===== src/rtl/bus_arbiter_wrr.sv =====
// bus_arbiter_wrr: weighted round-robin bus arbiter with a registered one-hot grant
// and per-master priority and burst quota that can be programmed at runtime.
module bus_arbiter_wrr #(
    parameter int NUM_MASTERS = 4,
    parameter int ID_W        = $clog2(NUM_MASTERS),
    parameter int CFG_ADDR_W  = $clog2(NUM_MASTERS + 1)
) (
    input  logic                   clk,
    input  logic                   reset,
    input  logic [NUM_MASTERS-1:0] req,
    output logic [NUM_MASTERS-1:0] grant,
    output logic                   grant_valid,
    output logic [ID_W-1:0]        grant_id,
    input  logic                   config_wr,
    input  logic [CFG_ADDR_W-1:0]  config_addr,
    input  logic [7:0]             config_data
);
    localparam logic [0:0] IDLE  = 1'b0;
    localparam logic [0:0] OWNED = 1'b1;
    typedef logic [NUM_MASTERS-1:0][7:0] cfg_t;

    cfg_t                   cfg_q, cfg_d;
    logic [1:0]             ctrl_q, ctrl_d;
    logic [0:0]             state_q, state_d;
    logic [NUM_MASTERS-1:0] grant_q, grant_d;
    logic                   valid_q, valid_d;
    logic [ID_W-1:0]        id_q, id_d, ptr_q, ptr_d, win;
    logic [5:0]             cnt_q, cnt_d, quota_q, quota_d, win_quota;
    logic [NUM_MASTERS-1:0] cand;
    logic                   own_req, grab;

    // First requester after ptr in circular order; in priority mode only the highest prio level is eligible.
    function automatic logic [ID_W-1:0] pick(input logic [NUM_MASTERS-1:0] m, input logic [ID_W-1:0] ptr,
                                             input logic prio_mode, input cfg_t cfg);
        logic [1:0] best;
        logic       found;
        int         idx;
        best  = '0;
        found = 1'b0;
        pick  = ptr;
        for (int i = 0; i < NUM_MASTERS; i++)
            if (m[i] && cfg[i][7:6] > best) best = cfg[i][7:6];
        for (int i = 1; i <= NUM_MASTERS; i++) begin
            idx = (int'(ptr) + i) % NUM_MASTERS;
            if (!found && m[idx] && (!prio_mode || cfg[idx][7:6] == best)) begin
                found = 1'b1;
                pick  = ID_W'(idx);
            end
        end
    endfunction

    always_comb begin
        cand      = req & ~grant_q;
        own_req   = |(req & grant_q);
        win       = pick(cand, ptr_q, ctrl_q[1], cfg_q);
        win_quota = (cfg_q[win][5:0] == 6'd0) ? 6'd1 : cfg_q[win][5:0];
        grab      = |cand && (state_q == IDLE || !own_req || cnt_q == 6'd0);
        state_d   = state_q;
        grant_d   = grant_q;
        id_d      = id_q;
        ptr_d     = ptr_q;
        cnt_d     = cnt_q;
        quota_d   = quota_q;
        if (!ctrl_q[0]) begin
            state_d = IDLE;
            grant_d = '0;
        end else if (grab) begin
            state_d = OWNED;
            grant_d = NUM_MASTERS'(1) << win;
            id_d    = win;
            ptr_d   = win;
            quota_d = win_quota;
            cnt_d   = win_quota - 6'd1;
        end else if (state_q == OWNED) begin
            state_d = own_req ? OWNED : IDLE;
            grant_d = own_req ? grant_q : '0;
            cnt_d   = (cnt_q == 6'd0) ? quota_q - 6'd1 : cnt_q - 6'd1;
        end
        valid_d = |grant_d;
        cfg_d   = cfg_q;
        ctrl_d  = ctrl_q;
        for (int i = 0; i < NUM_MASTERS; i++)
            if (config_wr && config_addr == CFG_ADDR_W'(i)) cfg_d[i] = config_data;
        if (config_wr && config_addr == CFG_ADDR_W'(NUM_MASTERS)) ctrl_d = config_data[1:0];
    end

    always_ff @(posedge clk) begin
        if (reset) begin
            cfg_q   <= {NUM_MASTERS{8'h04}};
            ctrl_q  <= 2'b01;
            state_q <= IDLE;
            grant_q <= '0;
            valid_q <= 1'b0;
            id_q    <= '0;
            ptr_q   <= ID_W'(NUM_MASTERS - 1);
            cnt_q   <= '0;
            quota_q <= 6'd1;
        end else begin
            cfg_q   <= cfg_d;
            ctrl_q  <= ctrl_d;
            state_q <= state_d;
            grant_q <= grant_d;
            valid_q <= valid_d;
            id_q    <= id_d;
            ptr_q   <= ptr_d;
            cnt_q   <= cnt_d;
            quota_q <= quota_d;
        end
    end

    assign grant       = grant_q;
    assign grant_valid = valid_q;
    assign grant_id    = id_q;
endmodule

===== config.mk =====
export PLATFORM = sky130hd
export DESIGN_NAME = bus_arbiter_wrr
export DESIGN_NICKNAME = d
export VERILOG_FILES = /design/src/rtl/bus_arbiter_wrr.sv
export SDC_FILE = /design/constraint.sdc
export NUM_CORES = 1
export LEC_CHECK = 0
export CAP_MARGIN = 20
export CORE_MARGIN = 3
export CORE_UTILIZATION = 60
export CTS_BUF_LIST = sky130_fd_sc_hd__clkbuf_2
export CTS_CLUSTER_DIAMETER = 120
export CTS_CLUSTER_SIZE = 30
export DETAILED_ROUTE_END_ITERATION = 10
export PLACE_DENSITY = 0.78
export SLEW_MARGIN = 20
export SYNTH_ARGS = -nofsm -noshare
export SYNTH_HDL_FRONTEND = slang
export SYNTH_SLANG_ARGS = --single-unit

===== constraint.sdc =====
create_clock -name clk -period 11.14 [get_ports clk]
set_clock_uncertainty 0.2 [all_clocks]
set_input_delay 2.228 -clock clk [delete_from_list [all_inputs] [get_ports clk]]
set_output_delay 2.228 -clock clk [all_outputs]
set_load 0.05 [all_outputs]

## Word-level counts from Yosys, hierarchy flattened

Cells that the tools add are included.

- Multipliers: 0
- Multiplexer cells: 48
- Div/mod/pow operators: 0
- Bitwise gates (word level): 9
- $lt $le $gt $ge: 9
- Shift operators: 1
- Add/sub/neg operators: 7
- Equality and inequality tests: 8
- Reduce and logical (&&, ||, !) cells: 42

Operators with widths:

| cell | number |
|---|---|
| 8-bit binary-select mux with 2-bit select | 5 |
| 8-bit 2-to-1 mux | 8 |
| 6-bit 2-to-1 mux | 5 |
| 6-bit by 1-bit subtractor with 6-bit output (second input constant) | 3 |
| 1-bit logical AND | 17 |
| 3-bit by 4-bit less-than comparator with 1-bit output (second input constant) | 4 |
| 2-bit 2-to-1 mux | 8 |
| 4-bit 2-to-1 mux | 4 |
| 1-bit 2-to-1 mux | 14 |
| 6-bit zero test | 2 |
| 4-bit OR reduction | 3 |
| 2-bit OR reduction | 5 |
| 4-bit AND | 2 |
| 1-bit binary-select mux with 2-bit select | 4 |
| 2-bit equality test | 4 |
| 3-bit by 2-bit equality test with 1-bit output (second input constant) | 2 |
| 2-bit > comparator | 3 |
| 1-bit logical OR | 6 |
| 1-bit zero test | 5 |
| 2-bit by 1-bit adder with 2-bit output (second input constant) | 2 |
| 2-bit adder (second input constant) | 2 |
| 1-bit AND (first input constant) | 4 |
| 4-bit inverter | 1 |
| 2-bit AND reduction | 2 |
| 8 further kinds | 9 |

- Latch bits: 0
- Memories kept: 0
- Bits in writable memories: 0
- Register bits after elaboration: 56
- Memory bits (read-only): 0
- Bits of input ports: 18
- Logic and storage cells: 136

## Depth between registers and ports, before layout

Gate-level depths: netlist of run 1.

- Depth after elaboration: 35
- Mapped depth: 29
- Mapped depth without buffers: 28

## Least setup slack after synthesis of run 1

No wires, ideal clock.

- Path kind: input to register
- Start point: input port req[0]
- End point: register cnt_q[2]
- Data required time: 10.854 ns
- Path slack: 2.578 ns
- Buffers on the path: 0
- Stages: 26
- Arrival time: 8.277 ns
- Path through: nor2b_1 nand2_1 ha_1 nor2b_4 o211a_4 o21a_1 ha_1 nor2b_1 o211ai_1 mux2_2 ha_1 nand2b_1 a221o_2 mux2_4 a21oi_1 and3b_1 a2111o_1 a211o_1 nand4_4 mux4_1 or3_4 o21ai_4 inv_2 ha_1 xor2_1 a211oi_1

- Longest elaborated chain between the ends: 34
- Elaborated cells between the ends (all ways): 64
- Those cells by class: add/sub (1); order compare (3); eq/ne (4); mux (27); bitwise (2); reduce/logical (27)

RTL lines:

| what | RTL line | source |
|---|---|---|
| start, declared | 10 | `input logic [NUM_MASTERS-1:0] req,` |
| 4-bit AND | 53 | `cand = req & ~grant_q;` |
| 1-bit logical AND | 42 | `if (m[i] && cfg[i][7:6] > best) best = cfg[i][7:6];` |
| 2-bit 2-to-1 mux | 42 |  |
| 2-bit > comparator | 42 |  |
| 1-bit logical AND | 42 |  |
| 2-bit 2-to-1 mux | 42 |  |
| 2-bit > comparator | 42 |  |
| 1-bit logical AND | 42 |  |
| (+17 left out) | - |  |
| 1-bit logical AND (2 in series) | 45 | `if (!found && m[idx] && (!prio_mode \|\| cfg[idx][7:6] == best)) begin` |
| 2-bit 2-to-1 mux | 45 |  |
| 8-bit binary-select mux with 2-bit select | 56 | `win_quota = (cfg_q[win][5:0] == 6'd0) ? 6'd1 : cfg_q[win][5:0];` |
| 6-bit 2-to-1 mux (not written as such) | 56 |  |
| 6-bit zero test | 56 |  |
| 6-bit 2-to-1 mux | 56 |  |
| 6-bit by 1-bit subtractor with 6-bit output | 73 | `cnt_d = win_quota - 6'd1;` |
| 6-bit 2-to-1 mux | 67 | `end else if (grab) begin` |
| end signal, assigned | 106 | `cnt_q <= cnt_d;` |
| end, declared | 28 | `logic [5:0] cnt_q, cnt_d, quota_q, quota_d, win_quota;` |

Parallel ways exist; a longest one is shown, timed or not. The select of a mux whose other input is x is not followed.
A chain may end at the register's enable or synchronous reset.

## Worst setup path in the final report of run 1

Ends and elaborated chain as after synthesis.

==> impl_metrics.prom, run 1 <==
# TYPE chip_impl_metric gauge
chip_impl_metric{name="synth_area_per_cell",unit="µm²"} 8.27
chip_impl_metric{name="max_cap_violations",unit=""} 0
chip_impl_metric{name="overflow",unit=""} 0
chip_impl_metric{name="die-height",unit="µm"} 79.6
chip_impl_metric{name="synth_xor_xnor_area_share",unit="%"} 1.35
chip_impl_metric{name="detail_route.iter0.violations",unit=""} 174
chip_impl_metric{name="die_x_extent",unit="µm"} 79.6
chip_impl_metric{name="mappedNetlistNets",unit=""} 418
chip_impl_info{name="routed.top_layer",value="met4"} 1
chip_impl_metric{name="synthesis.instances",unit=""} 393
chip_impl_metric{name="irDropWorstVdd",unit="mV"} 0.135
chip_impl_info{name="synthFlopType",value="dfxtp_1"} 1
chip_impl_info{name="hold_path_end",value="quota_q[1]"} 1
chip_impl_metric{name="viasPerCell",unit=""} 6.14
chip_impl_metric{name="r2r_cells",unit=""} 26
chip_impl_metric{name="io-pin-count",unit=""} 25
chip_impl_metric{name="initial_antenna_violation_count",unit=""} 0
chip_impl_metric{name="synthesis.area",unit="µm²"} 3250
chip_impl_info{name="r2r_path_start",value="grant[0]"} 1
chip_impl_metric{name="area_of_the_die",unit="µm²"} 6340
chip_impl_metric{name="crit_fanout",unit=""} 13
chip_impl_metric{name="detail_route.wl_per_cell",unit="µm"} 15.8
chip_impl_metric{name="final_hold_viol_count",unit=""} 0
chip_impl_metric{name="cts_htree_levels",unit=""} 2
chip_impl_metric{name="relSlewSlack",unit="%"} 38.4
chip_impl_metric{name="hpwlAfterDp",unit="µm"} 5550
chip_impl_metric{name="synth_cell_type_count",unit=""} 62
chip_impl_metric{name="ys_warn_count",unit=""} 0
chip_impl_metric{name="grt_max_degree",unit=""} 45
chip_impl_metric{name="cts.path.max_buffers",unit=""} 2
chip_impl_info{name="min_path_type",value="flip-flop to flip-flop"} 1
chip_impl_metric{name="synthSimpleGateAreaFrac",unit="%"} 24.2
chip_impl_metric{name="synth.mux.area_fraction",unit="%"} 11.2
chip_impl_metric{name="routed-via-count",unit=""} 2918
chip_impl_metric{name="routed_wl",unit="µm"} 7490
chip_impl_metric{name="placed_area",unit="µm²"} 3490
chip_impl_metric{name="max_clock_freq",unit="MHz"} 111
chip_impl_info{name="grt_setup_unrepaired",value="no"} 1
chip_impl_metric{name="worstPathBufferInverterCount",unit=""} 2
chip_impl_metric{name="min_period_over_period",unit="%"} 81.2
chip_impl_metric{name="fraction_of_layout_cells_with_a_size_suffix_above_1",unit="%"} 9.38
chip_impl_metric{name="synth.top_cell.area_share",unit="%"} 34.5
chip_impl_metric{name="p_per_cell_area",unit="nW/µm²"} 227
chip_impl_metric{name="timing.final.crit_period",unit="ns"} 9.04
chip_impl_metric{name="area_growth",unit="%"} 9.35
chip_impl_metric{name="antenna_left",unit=""} 0
chip_impl_metric{name="crit_required",unit="ns"} 11.33
chip_impl_info{name="worstSetupPathType",value="primary input to flip-flop"} 1
chip_impl_metric{name="gp_congestion",unit=""} 0.932
chip_impl_metric{name="slew_violations",unit=""} 0
chip_impl_metric{name="finalInstanceArea",unit="µm²"} 3560
chip_impl_metric{name="synth_fa_ha_area_share",unit="%"} 2.69
chip_impl_metric{name="io_buffers",unit=""} 24
chip_impl_info{name="cp_slowest_cell",value="mux4_1"} 1
chip_impl_metric{name="synthesized_area_fraction_occupied_by_ao_oa_aoi_and_oai_cells",unit="%"} 21.0
chip_impl_metric{name="drc",unit=""} 0
chip_impl_metric{name="first_global_vias",unit=""} 2719
chip_impl_metric{name="clk_pin_slew",unit="ns"} 0.26
chip_impl_info{name="crit_path_end_kind",value="flip-flop"} 1
chip_impl_metric{name="fin_tns_setup",unit="ns"} 0
chip_impl_info{name="outcome",value="finished, final reports clean"} 1
chip_impl_metric{name="final_report_setup_violation_count",unit=""} 0
chip_impl_info{name="synth_largest_area_cell",value="dfxtp_1"} 1
chip_impl_info{name="leading_cell_types_by_total_area_after_synthesis",value="dfxtp_1, nand2_1, a21oi_1"} 1
chip_impl_metric{name="area_of_the_multi_input_gates",unit="µm²"} 1960
chip_impl_metric{name="clock_latency",unit="ns"} 0.45
chip_impl_metric{name="wl_met1",unit="µm"} 3350
chip_impl_info{name="crit_top_cell",value="ha_1"} 1
chip_impl_metric{name="critical_path_arrival",unit="ns"} 9.23
chip_impl_info{name="tritoncts",value="yes"} 1
chip_impl_metric{name="cts_hold_repair_buffers",unit=""} 0
chip_impl_metric{name="grtUsageTotal",unit="%"} 25.5
chip_impl_metric{name="initial_cell_density_of_the_core",unit="%"} 62.9
chip_impl_metric{name="rows",unit=""} 26
chip_impl_metric{name="num-fill-cells",unit=""} 450
chip_impl_metric{name="power_leakage",unit="nW"} 1.33
chip_impl_metric{name="critical-path-max-stage-delay",unit="ns"} 0.65
chip_impl_info{name="end_of_the_worst_register_to_register_path",value="cnt_q[2]"} 1
chip_impl_metric{name="insertedDiodeCount",unit=""} 0
chip_impl_metric{name="cts-buffers-inserted",unit=""} 5
chip_impl_metric{name="routed-wl-met3",unit="µm"} 387
chip_impl_metric{name="hold_depth",unit=""} 2
chip_impl_metric{name="seq_area",unit="µm²"} 1120
chip_impl_info{name="synth_top_family_by_area",value="simple AND/OR/NAND/NOR gates"} 1
chip_impl_metric{name="drt_pre_antenna_iters",unit=""} 5
chip_impl_metric{name="yosys_register_bits",unit=""} 56
chip_impl_info{name="path_delay_family",value="compound AO/OA/AOI/OAI gates"} 1
chip_impl_metric{name="ff2ff_setup_slack",unit="ns"} 3.97
chip_impl_metric{name="design.final.nets",unit=""} 429
chip_impl_metric{name="async_s_r_ff_share_synth",unit="%"} 0
chip_impl_metric{name="post_cts_buffers",unit=""} 0
chip_impl_metric{name="synth_seq_area_share",unit="%"} 34.5
chip_impl_metric{name="finalHoldWorstSlack",unit="ns"} 0.276
chip_impl_metric{name="tightestPinTransition",unit="ns"} 0.917
chip_impl_info{name="worst_setup_sp_type",value="primary input"} 1
chip_impl_metric{name="synth_enable_flop_cells",unit=""} 0
chip_impl_metric{name="clock_sink_count",unit=""} 56
chip_impl_metric{name="grt_pass1_wl",unit="µm"} 12800
chip_impl_info{name="clock_tree.root_cell",value="clkbuf_2"} 1
chip_impl_info{name="hold_path.startpoint",value="quota_q[1]"} 1
chip_impl_metric{name="core_area",unit="µm²"} 5170
chip_impl_metric{name="finalPower",unit="mW"} 0.806
chip_impl_metric{name="met2WireLength",unit="µm"} 3600
chip_impl_metric{name="cts.repair.resized",unit=""} 0
==> per-layer routing <==
metal	vias up	global-route usage, %
met5	-	0
met4	0	6.87
met3	13	3.84
met2	92	43.5
met1	1380	33.5
li1	1433	-
==> kinds of logic after synthesis <==
logic type	after synthesis
simple gates	165
buf+inv	39
compound gates	102
xor+xnor	5
mux	19
flops	56
fa+ha+maj	7
==> sequential cells by signal, summed over array words and instances, names as in the netlist <==
register	count
cfg_q	32
cnt_q	6
quota_q	6
grant	4
ctrl_q	2
grant_id	2
ptr_q	2
grant_valid	1
state_q	1
==> where the power goes <==
group          internal (mW)  leakage, nW  switching, mW
clock network         0.0374       0.0390         0.0631
logic                  0.189        0.831          0.248
registers              0.230        0.457         0.0375
==> metrics by stage <==
step / utilization, % / setup WS [ns] / instances
2_1_floorplan: - / 2.58 / 393
3_3_place_gp: 67.4 / 1.76 / 467
3_5_place_dp: 67.4 / 1.58 / 467
4_1_cts: 68.7 / 2.08 / 475
5_1_grt: 68.7 / 1.77 / 475
6_report: 68.7 / 2.10 / 475
==> cell usage in the layout, fill, tap and decap left out, types with 2 or more instances in the layout <==
cell	instances
a211o_1	4
a211oi_1	4
a21oi_1	56
a22oi_1	4
a31oi_1	2
a32oi_1	4
and2_1	2
and3_1	2
and3_2	2
and3b_1	3
clkbuf_2	5
clkdlybuf4s50_1	24
clkinv_1	2
dfxtp_1	56
ha_1	7
inv_1	15
mux2_4	2
mux2i_1	4
mux4_1	3
mux4_2	9
nand2_1	86
nand2b_1	4
nand3_1	13
nand3b_1	2
nor2_1	29
nor2b_1	5
nor3_1	4
o2111ai_1	2
o211ai_1	5
o21a_1	3
o21ai_0	3
o21ai_1	2
or2_2	2
xnor2_1	4
==> worst max-delay path by stage <==
stage | from | to | slack (ns) | depth (start not counted)
2_1_floorplan | req[0] | cnt_q[2] | 2.58 | 26
3_3_place_gp | req[0] | cnt_q[2] | 1.76 | 27
3_5_place_dp | req[0] | cnt_q[2] | 1.58 | 27
4_1_cts | req[0] | cnt_q[2] | 2.08 | 27
5_1_grt | req[0] | cnt_q[2] | 1.77 | 27
6_report | req[0] | cnt_q[2] | 2.10 | 27
==> Yosys cell counts, types with 5 or more instances <==
cell type and instances:
ha_1 7, nor2b_1 5, mux4_2 9, inv_1 15, nand3_1 13, nand2_1 86
dfxtp_1 56, nor2_1 29, o211ai_1 5, clkbuf_1 15, a21oi_1 56
==> layout make-up <==
type	count	area share, %
tap	70	2.46
multi-input combinational	298	55.2
clock buffer	5	0.704
clock inverter	3	1.20
timing repair buffer	25	6.97
inverter	18	1.90
sequential	56	31.5
==> worst register-to-register path: stages, from the launching register on <==
cell      delay (ns)
dfxtp_1         0.43
nor2b_1         0.17
nand2_1         0.12
ha_1            0.31
nor2b_4         0.14
o211a_4         0.24
o21a_1          0.20
ha_1            0.28
nor2b_1         0.15
o211ai_1        0.36
mux2_2          0.39
ha_1            0.18
nand2b_1        0.13
a221o_2         0.39
mux2_4          0.34
a21oi_1         0.11
and3b_1         0.20
a2111o_1        0.41
a211o_1         0.33
nand4_4         0.17
mux4_1          0.65
or3_4           0.36
o21ai_4         0.21
inv_2           0.06
ha_1            0.20
xor2_1          0.16
a211oi_1        0.21
Note: power is estimated with default switching activity, not from simulation.
==> run 2: changes to the inputs <==
Settings changed: CORE_UTILIZATION 60 to 55, PLACE_DENSITY 0.78 to 0.75.
Clock period 11.14 ns to 8 ns, I/O delays scaled along.
==> impl_metrics.prom, run 2 (synthesis results as in run 1) <==
# TYPE chip_impl_metric gauge
chip_impl_info{name="layout_common_cells",value="nand2_1, dfxtp_1, a21oi_1"} 1
chip_impl_metric{name="overflow",unit=""} 0
chip_impl_metric{name="design.final.nets",unit=""} 460
chip_impl_metric{name="detail_route.iter0.violations",unit=""} 171
chip_impl_metric{name="crit_fanout",unit=""} 5
chip_impl_metric{name="critical-path-max-stage-delay",unit="ns"} 0.52
chip_impl_metric{name="fraction_of_layout_cells_with_a_size_suffix_above_1",unit="%"} 18.1
chip_impl_metric{name="max_clock_freq",unit="MHz"} 129
chip_impl_metric{name="routed_wl",unit="µm"} 7930
chip_impl_metric{name="initial_antenna_violation_count",unit=""} 0
chip_impl_info{name="regMostFlops",value="cfg_q"} 1
chip_impl_info{name="clock_tree.root_cell",value="clkbuf_2"} 1
chip_impl_metric{name="io_buffers",unit=""} 24
chip_impl_metric{name="routed-via-count",unit=""} 3027
chip_impl_metric{name="io-pin-count",unit=""} 25
chip_impl_metric{name="grt_pass1_wl",unit="µm"} 13700
chip_impl_metric{name="gp_congestion",unit=""} 0.885
chip_impl_metric{name="antenna_left",unit=""} 0
chip_impl_metric{name="largest_reg_flops",unit=""} 32
chip_impl_metric{name="timing.final.crit_period",unit="ns"} 7.77
chip_impl_metric{name="detail_route.wl_per_cell",unit="µm"} 15.6
chip_impl_info{name="worstSetupPathType",value="primary input to flip-flop"} 1
chip_impl_metric{name="tightestPinTransition",unit="ns"} 0.836
chip_impl_metric{name="cts.path.max_buffers",unit=""} 2
chip_impl_metric{name="placed_area",unit="µm²"} 3720
chip_impl_info{name="path_delay_family",value="compound AO/OA/AOI/OAI gates"} 1
chip_impl_metric{name="critical_path_arrival",unit="ns"} 7.96
chip_impl_metric{name="final_hold_viol_count",unit=""} 0
chip_impl_metric{name="crit_required",unit="ns"} 8.19
chip_impl_info{name="hold_path.startpoint",value="grant_id[0]"} 1
chip_impl_metric{name="grtUsageTotal",unit="%"} 23.8
chip_impl_info{name="setup.worst_path.start",value="req[0]"} 1
chip_impl_info{name="r2r_path_start",value="grant[0]"} 1
chip_impl_info{name="outcome",value="finished, final reports clean"} 1
chip_impl_metric{name="initial_cell_density_of_the_core",unit="%"} 58.0
chip_impl_metric{name="viasPerCell",unit=""} 5.96
chip_impl_metric{name="max_cap_violations",unit=""} 0
chip_impl_metric{name="first_global_vias",unit=""} 2897
chip_impl_metric{name="clock_latency",unit="ns"} 0.45
chip_impl_metric{name="p_per_cell_area",unit="nW/µm²"} 317
chip_impl_metric{name="worstPathBufferInverterCount",unit=""} 2
chip_impl_info{name="crit_path_end_kind",value="flip-flop"} 1
chip_impl_metric{name="power_leakage",unit="nW"} 1.48
chip_impl_metric{name="insertedDiodeCount",unit=""} 0
chip_impl_metric{name="drt_pre_antenna_iters",unit=""} 4
chip_impl_info{name="cp_slowest_cell",value="mux4_2"} 1
chip_impl_metric{name="hpwlAfterDp",unit="µm"} 5780
chip_impl_metric{name="grt_max_degree",unit=""} 45
chip_impl_metric{name="drc",unit=""} 0
chip_impl_metric{name="final_report_setup_violation_count",unit=""} 0
chip_impl_info{name="worst_setup_sp_type",value="primary input"} 1
chip_impl_metric{name="cts-buffers-inserted",unit=""} 5
chip_impl_metric{name="core_area",unit="µm²"} 5610
chip_impl_info{name="min_path_type",value="flip-flop to flip-flop"} 1
chip_impl_metric{name="area_of_the_die",unit="µm²"} 6870
chip_impl_metric{name="rows",unit=""} 27
chip_impl_metric{name="cts_htree_levels",unit=""} 2
chip_impl_metric{name="cts_hold_repair_buffers",unit=""} 0
chip_impl_metric{name="min_period_over_period",unit="%"} 97.1
chip_impl_metric{name="area_growth",unit="%"} 18.7
chip_impl_metric{name="clock_sink_count",unit=""} 56
chip_impl_metric{name="slew_violations",unit=""} 0
chip_impl_info{name="biggestRegsByFlops",value="cfg_q (32), cnt_q (6), quota_q (6)"} 1
chip_impl_info{name="final_common_cell",value="nand2_1"} 1
chip_impl_metric{name="die_x_extent",unit="µm"} 82.9
chip_impl_metric{name="finalInstanceArea",unit="µm²"} 3860
chip_impl_metric{name="finalPower",unit="mW"} 1.22
chip_impl_metric{name="clk_pin_slew",unit="ns"} 0.27
chip_impl_metric{name="irDropWorstVdd",unit="mV"} 0.236
chip_impl_metric{name="die-height",unit="µm"} 82.9
chip_impl_metric{name="relSlewSlack",unit="%"} 43.8
chip_impl_info{name="tritoncts",value="yes"} 1
-- run 2: worst register-to-register path, delay by kind of cell, from the launching register on --
family,cells,cell delay [ns]
compound gates,8,1.83
simple gates,10,1.44
mux,3,1.18
fa+ha+maj,4,0.94
flops,1,0.54
buf+inv,2,0.25
xor+xnor,1,0.16
-- run 2: cell type report --
| cell class | count | area (µm²) |
|---|---|---|
| Multi-Input combinational cell | 298 | 2040 |
| Fill cell | 470 | 1750 |
| Sequential cell | 56 | 1120 |
| Timing Repair Buffer | 56 | 480 |
| Tap cell | 72 | 90.1 |
| Inverter | 18 | 67.6 |
| Clock inverter | 3 | 37.5 |
| Clock buffer | 5 | 25.0 |
-- run 2: final timing paths --
kind	end	slack, ns	depth (start not counted)
setup / recovery	cnt_q[2]	0.23	27
hold / removal	grant_id[0]	0.27	2
setup reg to reg	cnt_q[2]	1.39	28
hold reg to reg	grant_id[0]	0.27	2
-- run 2: power breakdown --
group | internal, mW | switching (mW) | leakage [nW]
Combinational | 0.345 | 0.369 | 0.984
Sequential | 0.321 | 0.0524 | 0.457
Clock | 0.0508 | 0.0870 | 0.0380
-- run 2: timing repair --
item,in CTS,in global routing
setup buffers,0,0
resized for setup,0,14
endpoints found under the setup margin,0,6
-- run 2: per-layer routing --
metal / vias up / global-route usage (%) / wire length [µm] / share of wire (%)
li1: 1499 / - / - / -
met1: 1423 / 31.2 / 3470 / 44
met2: 85 / 38.9 / 3790 / 48
met3: 20 / 4.66 / 457 / 5.8
met4: 0 / 8.62 / 214 / 2.7
met5: - / 0 / 0 / 0
-- run 2: stage by stage --
step / utilization [%] / worst slack [ns] / hold slack, ns / TNS (ns) / std cells
floorplan: - / 0.0658 / 0.232 / 0 / 393
global placement: 66.4 / -0.269 / 0.239 / -1.07 / 500
CTS: 67.5 / 0.0631 / 0.274 / 0 / 508
detailed placement: 66.4 / -0.448 / 0.248 / -1.94 / 500
global route: 68.8 / -0.0900 / 0.289 / -0.254 / 508
finish: 68.8 / 0.233 / 0.272 / 0 / 508
